## config.mk

```make
export PLATFORM = sky130hd
export DESIGN_NAME = traffic_light_ctrl
export DESIGN_NICKNAME = d
export VERILOG_FILES = /design/src/rtl/traffic_light_ctrl.sv
export SDC_FILE = /design/constraint.sdc
export NUM_CORES = 1
export LEC_CHECK = 0
export ABC_AREA = 1
export CAP_MARGIN = 40
export CORE_AREA = 5 5 48 50
export CTS_BUF_LIST = sky130_fd_sc_hd__clkbuf_8
export DETAILED_ROUTE_END_ITERATION = 10
export DIE_AREA = 0 0 53 55
export HOLD_SLACK_MARGIN = 0.03
export SETUP_SLACK_MARGIN = 0.05
export SYNTH_ARGS = -nofsm -noshare
export SYNTH_HDL_FRONTEND = slang
export SYNTH_SLANG_ARGS = --single-unit
```

## constraint.sdc

```tcl
create_clock -name clk -period 2.5 [get_ports clk]
set_clock_uncertainty 0.15 [all_clocks]
set_input_delay 0.25 -clock clk [delete_from_list [all_inputs] [get_ports clk]]
set_output_delay 0.25 -clock clk [all_outputs]
set_load 0.01 [all_outputs]
```

## src/rtl/traffic_light_ctrl.sv

```systemverilog
// Vehicle signal sequencer: ALL_RED after reset, then GREEN -> YELLOW -> RED, timed in tick strobes.
// Optional macro TRAFFIC_PED_SHORTEN_EN cuts RED short to MIN_RED_TIME while a ped request is pending.
module traffic_light_ctrl #(
    parameter int unsigned GREEN_TIME   = 8,
    parameter int unsigned YELLOW_TIME  = 3,
    parameter int unsigned RED_TIME     = 10,
    parameter int unsigned ALL_RED_TIME = 2,
    parameter int unsigned MIN_RED_TIME = 3,
    parameter int unsigned TIMER_W      = 8
) (
    input  logic clk,
    input  logic rst_n,
    input  logic tick,
    input  logic cross_button,
    output logic red_trffc_light,
    output logic ylw_trffc_light,
    output logic grn_trffc_light,
    output logic ped_pending
);

    typedef enum logic [1:0] {
        ST_ALL_RED = 2'd0,
        ST_GREEN   = 2'd1,
        ST_YELLOW  = 2'd2,
        ST_RED     = 2'd3
    } state_t;

    localparam logic [TIMER_W-1:0] GREEN_LAST   = TIMER_W'(GREEN_TIME - 1);
    localparam logic [TIMER_W-1:0] YELLOW_LAST  = TIMER_W'(YELLOW_TIME - 1);
    localparam logic [TIMER_W-1:0] RED_LAST     = TIMER_W'(RED_TIME - 1);
    localparam logic [TIMER_W-1:0] ALL_RED_LAST = TIMER_W'(ALL_RED_TIME - 1);

    // Zero durations or a MIN_RED_TIME outside 1..RED_TIME are configuration errors.
    if (GREEN_TIME == 0 || YELLOW_TIME == 0 || RED_TIME == 0 || ALL_RED_TIME == 0 ||
        MIN_RED_TIME == 0 || MIN_RED_TIME > RED_TIME) begin : g_bad_param
        $error("traffic_light_ctrl: illegal phase duration parameter");
    end

`ifdef TRAFFIC_PED_SHORTEN_EN
    localparam logic [TIMER_W-1:0] MIN_RED_LAST = TIMER_W'(MIN_RED_TIME - 1);
`endif

    state_t             state_q, state_d;
    logic [TIMER_W-1:0] timer_q, timer_d;
    logic               ped_pending_q, ped_pending_d;
    logic               red_q, red_d;
    logic               ylw_q, ylw_d;
    logic               grn_q, grn_d;
    logic [TIMER_W-1:0] phase_last;
    logic               phase_done;
    logic               enter_green;

    // Next state, phase timer, ped latch and light decode of the next state.
    always_comb begin
        state_d       = state_q;
        timer_d       = timer_q;
        phase_last    = ALL_RED_LAST;
        phase_done    = 1'b0;
        enter_green   = 1'b0;
        ped_pending_d = ped_pending_q;
        red_d         = 1'b0;
        ylw_d         = 1'b0;
        grn_d         = 1'b0;

        case (state_q)
            ST_ALL_RED: phase_last = ALL_RED_LAST;
            ST_GREEN:   phase_last = GREEN_LAST;
            ST_YELLOW:  phase_last = YELLOW_LAST;
            ST_RED:     phase_last = RED_LAST;
            default:    phase_last = ALL_RED_LAST;
        endcase

        phase_done = (timer_q == phase_last);
`ifdef TRAFFIC_PED_SHORTEN_EN
        if (state_q == ST_RED && ped_pending_q && timer_q >= MIN_RED_LAST) begin
            phase_done = 1'b1;
        end
`endif

        if (tick) begin
            if (phase_done) begin
                timer_d = '0;
                case (state_q)
                    ST_ALL_RED: state_d = ST_GREEN;
                    ST_GREEN:   state_d = ST_YELLOW;
                    ST_YELLOW:  state_d = ST_RED;
                    ST_RED:     state_d = ST_GREEN;
                    default:    state_d = ST_ALL_RED;
                endcase
            end else begin
                timer_d = timer_q + TIMER_W'(1);
            end
        end

        // A press on the GREEN-entry edge survives the clear.
        enter_green   = (state_d == ST_GREEN) && (state_q != ST_GREEN);
        ped_pending_d = cross_button | (ped_pending_q & ~enter_green);

        red_d = (state_d == ST_ALL_RED) || (state_d == ST_RED);
        ylw_d = (state_d == ST_YELLOW);
        grn_d = (state_d == ST_GREEN);
    end

    always_ff @(posedge clk) begin
        if (!rst_n) begin
            state_q       <= ST_ALL_RED;
            timer_q       <= '0;
            ped_pending_q <= 1'b0;
            red_q         <= 1'b1;
            ylw_q         <= 1'b0;
            grn_q         <= 1'b0;
        end else begin
            state_q       <= state_d;
            timer_q       <= timer_d;
            ped_pending_q <= ped_pending_d;
            red_q         <= red_d;
            ylw_q         <= ylw_d;
            grn_q         <= grn_d;
        end
    end

    assign red_trffc_light = red_q;
    assign ylw_trffc_light = ylw_q;
    assign grn_trffc_light = grn_q;
    assign ped_pending     = ped_pending_q;

endmodule

```

==> results_dict.tcl <==
set metrics [dict create \
    syn_avg_cell_area_um2 7.32 \
    cts_buffers 3 \
    hp-start "ped_pending" \
    coreArea_um2 1860 \
    cp.arrival_ps 2130 \
    criticalPathCategory "reg2reg" \
    first_iter_violations 8 \
    cts_root_buf "clkbuf_8" \
    cts_resized 0 \
    grt_pass1_wl_um 2340 \
    dpl.hpwl_um 1110 \
    synthCells 105 \
    antenna_cells 0 \
    drive_above_1_share_pct 15.7 \
    rr_endpoint "red_trffc_light" \
    final-setup-viol-count 0 \
    rsz0062_at_grt "no" \
    clock-sinks 14 \
    p_leak_nw 0.431 \
    outcome "finished, final reports clean" \
    finalCriticalPeriod_ps 2140 \
    clk_path_buf_depth 2 \
    synth_top_area_share_pct 36.5 \
    final_net_count 127 \
    die_x_um 53 \
    final_cell_mix "nand2_1 (27), inv_1 (19), dfxtp_1 (14)" \
    pin_count 8 \
    grt_util_all_layers_pct 11.6 \
    cellPowerDensity_nw_per_um2 543 \
    max_cap_violations 0 \
    fp.dieArea_um2 2920 \
    synth-seq-cells 14 \
    vias_per_cell 4.49 \
    slew_headroom_pct 84.7 \
    syn_to_final_growth_pct 18.9 \
    htreeDepth 1 \
    hold_path_class "reg2reg" \
    via_count 638 \
    drcViolationCount 0 \
    r2r_cells 11 \
    max_freq_ghz 0.467 \
    slew_viol_final 0 \
    synth.distinct_cells 20 \
    yosysWarnings 0 \
    grt_pass1_vias 606 \
    final_common_cell "nand2_1" \
    wirelength_um 1370 \
    yosysSeqAreaShare_pct 36.5 \
    hold_slack_ps 342 \
    wl_per_cell_um 9.64 \
    start_util_pct 41.3 \
    final_cell_area_um2 913 \
    holdPathStages 2 \
    cp_cell_sequence "inv_1 -> ha_1 -> inv_1 -> nand2_1 -> nand2_1 -> nor2_2 -> nand4_1 -> nand2_1 -> inv_1 -> ha_1 -> or2_2" \
    synth_top_cell_by_area "dfxtp_1" \
    tightest_slew_ps 229 \
    worst-path-buf-inv 3 \
    setup_tns_ps 0 \
    end_kind "register" \
    post_cts.repair.setup_buffers 0 \
    synth_nets 115 \
    antenna_found_initial 0 \
    startpoint_type "register" \
    synth_area_leaders "dfxtp_1 (36%), nand2_1 (13%), ha_1 (9.8%), inv_1 (9.3%), nor2_1 (4.9%)" \
    drt-pass1-iter-count 4 \
    ctsHoldBuffers 0 \
    gp_congestion 0.760 \
    num_rows 16 \
    die_y_um 55 \
    clk_pin_slew_ps 60 \
    io_buffers 7 \
    fill_cells 187 \
    critical_path_required_ps 2480 \
    critPathMaxFanout 4 \
    place_area_um2 872 \
    clk_latency_ps 250 \
    worst-r2r-setup-slack_ps 360 \
    holdPathEnd "ped_pending" \
    ant_nets 0 \
    synthesis.area_um2 768 \
    crit_path_top_delay_cell "dfxtp_1" \
    period_share_pct 85.7 \
    cts_tree "done" \
    ir_worst_vdd_mv 0.339 \
    r2r_start "state_q[0]" \
    grt_max_degree 8 \
    path_delay_family "simple AND/OR/NAND/NOR gates" \
    max_stage_delay_ps 380 \
    grt-ovfl-total 0 \
    hold_viol 0 \
]
[cells in the mapped netlist]
cell type,n
nor3_1,1
nor2_4,1
nor2_1,10
mux2i_1,1
nand3_1,2
o21ai_0,1
nor3_4,1
nand4_1,3
dfxtp_1,14
inv_1,19
inv_2,2
ha_1,6
nor2_2,4
o21bai_2,1
xor2_1,3
nand3_2,1
or2_2,1
nand2_1,27
nand2_2,4
a21oi_1,3
[cells by family after synthesis]
family,share of synthesized area [%]
mux,1.30
fa+ha+maj,9.77
flops,36.5
buf+inv,10.3
compound gates,4.07
simple gates,34.7
xor+xnor,3.42
[through the flow]
stage                     cells  total power, mW  util, %  setup WS (ps)
after floorplan             105            0.289        -            509
after detailed placement    139            0.316     46.8            277
after global routing        142            0.521     49.1            203
final                       142            0.496     49.1            357
after global placement      139            0.314     46.8            310
after CTS                   142            0.503     49.1            340
[worst max path at each step]
stage,startpoint,depth (start not counted),end,slack (ps)
floorplan,state_q[0],11,red_trffc_light,510
CTS,state_q[0],11,red_trffc_light,340
global placement,tick,8,red_trffc_light,310
detailed placement,tick,8,red_trffc_light,280
global route,state_q[0],12,red_trffc_light,200
finish,state_q[0],11,red_trffc_light,360
[where the power goes]
group / leakage [nW] / switching [mW] / total [mW] / internal (mW)
clock: 0.0216 / 0.0791 / 0.186 / 0.107
combinational: 0.296 / 0.0384 / 0.0695 / 0.0311
sequential: 0.114 / 0.00784 / 0.241 / 0.233
[layer usage]
layer / GRT usage [%] / up-vias / part of all wire, %
li1: - / 337 / -
met1: 11.2 / 281 / 45
met2: 20.5 / 15 / 46
met3: 4.56 / 5 / 6.5
met4: 7.66 / 0 / 2.6
met5: 0 / - / 0
[flip-flops by register name, indices dropped and copies added (netlist names)]
signal and flops:
grn_trffc_light 1, ped_pending 1, red_trffc_light 1, state_q 2, timer_q 8, ylw_trffc_light 1
[worst register-to-register path: cells and delay by family (launching register included)]
| kind | cells | cell delay [ps] |
|---|---|---|
| adders and majority gates | 2 | 570 |
| buffers and inverters | 3 | 160 |
| and+or+nand+nor | 6 | 780 |
| DFF | 1 | 380 |
[area by class of cell]
type,count,area (um2),share of cell area (%)
repair buffers,7,70.1,7.67
well taps,27,33.8,3.70
flip-flops and latches,14,280,30.7
multi-input cells,70,409,44.8
clock buffers,3,41.3,4.52
inverters,21,78.8,8.63
Note: power is estimated with default switching activity, not from simulation.
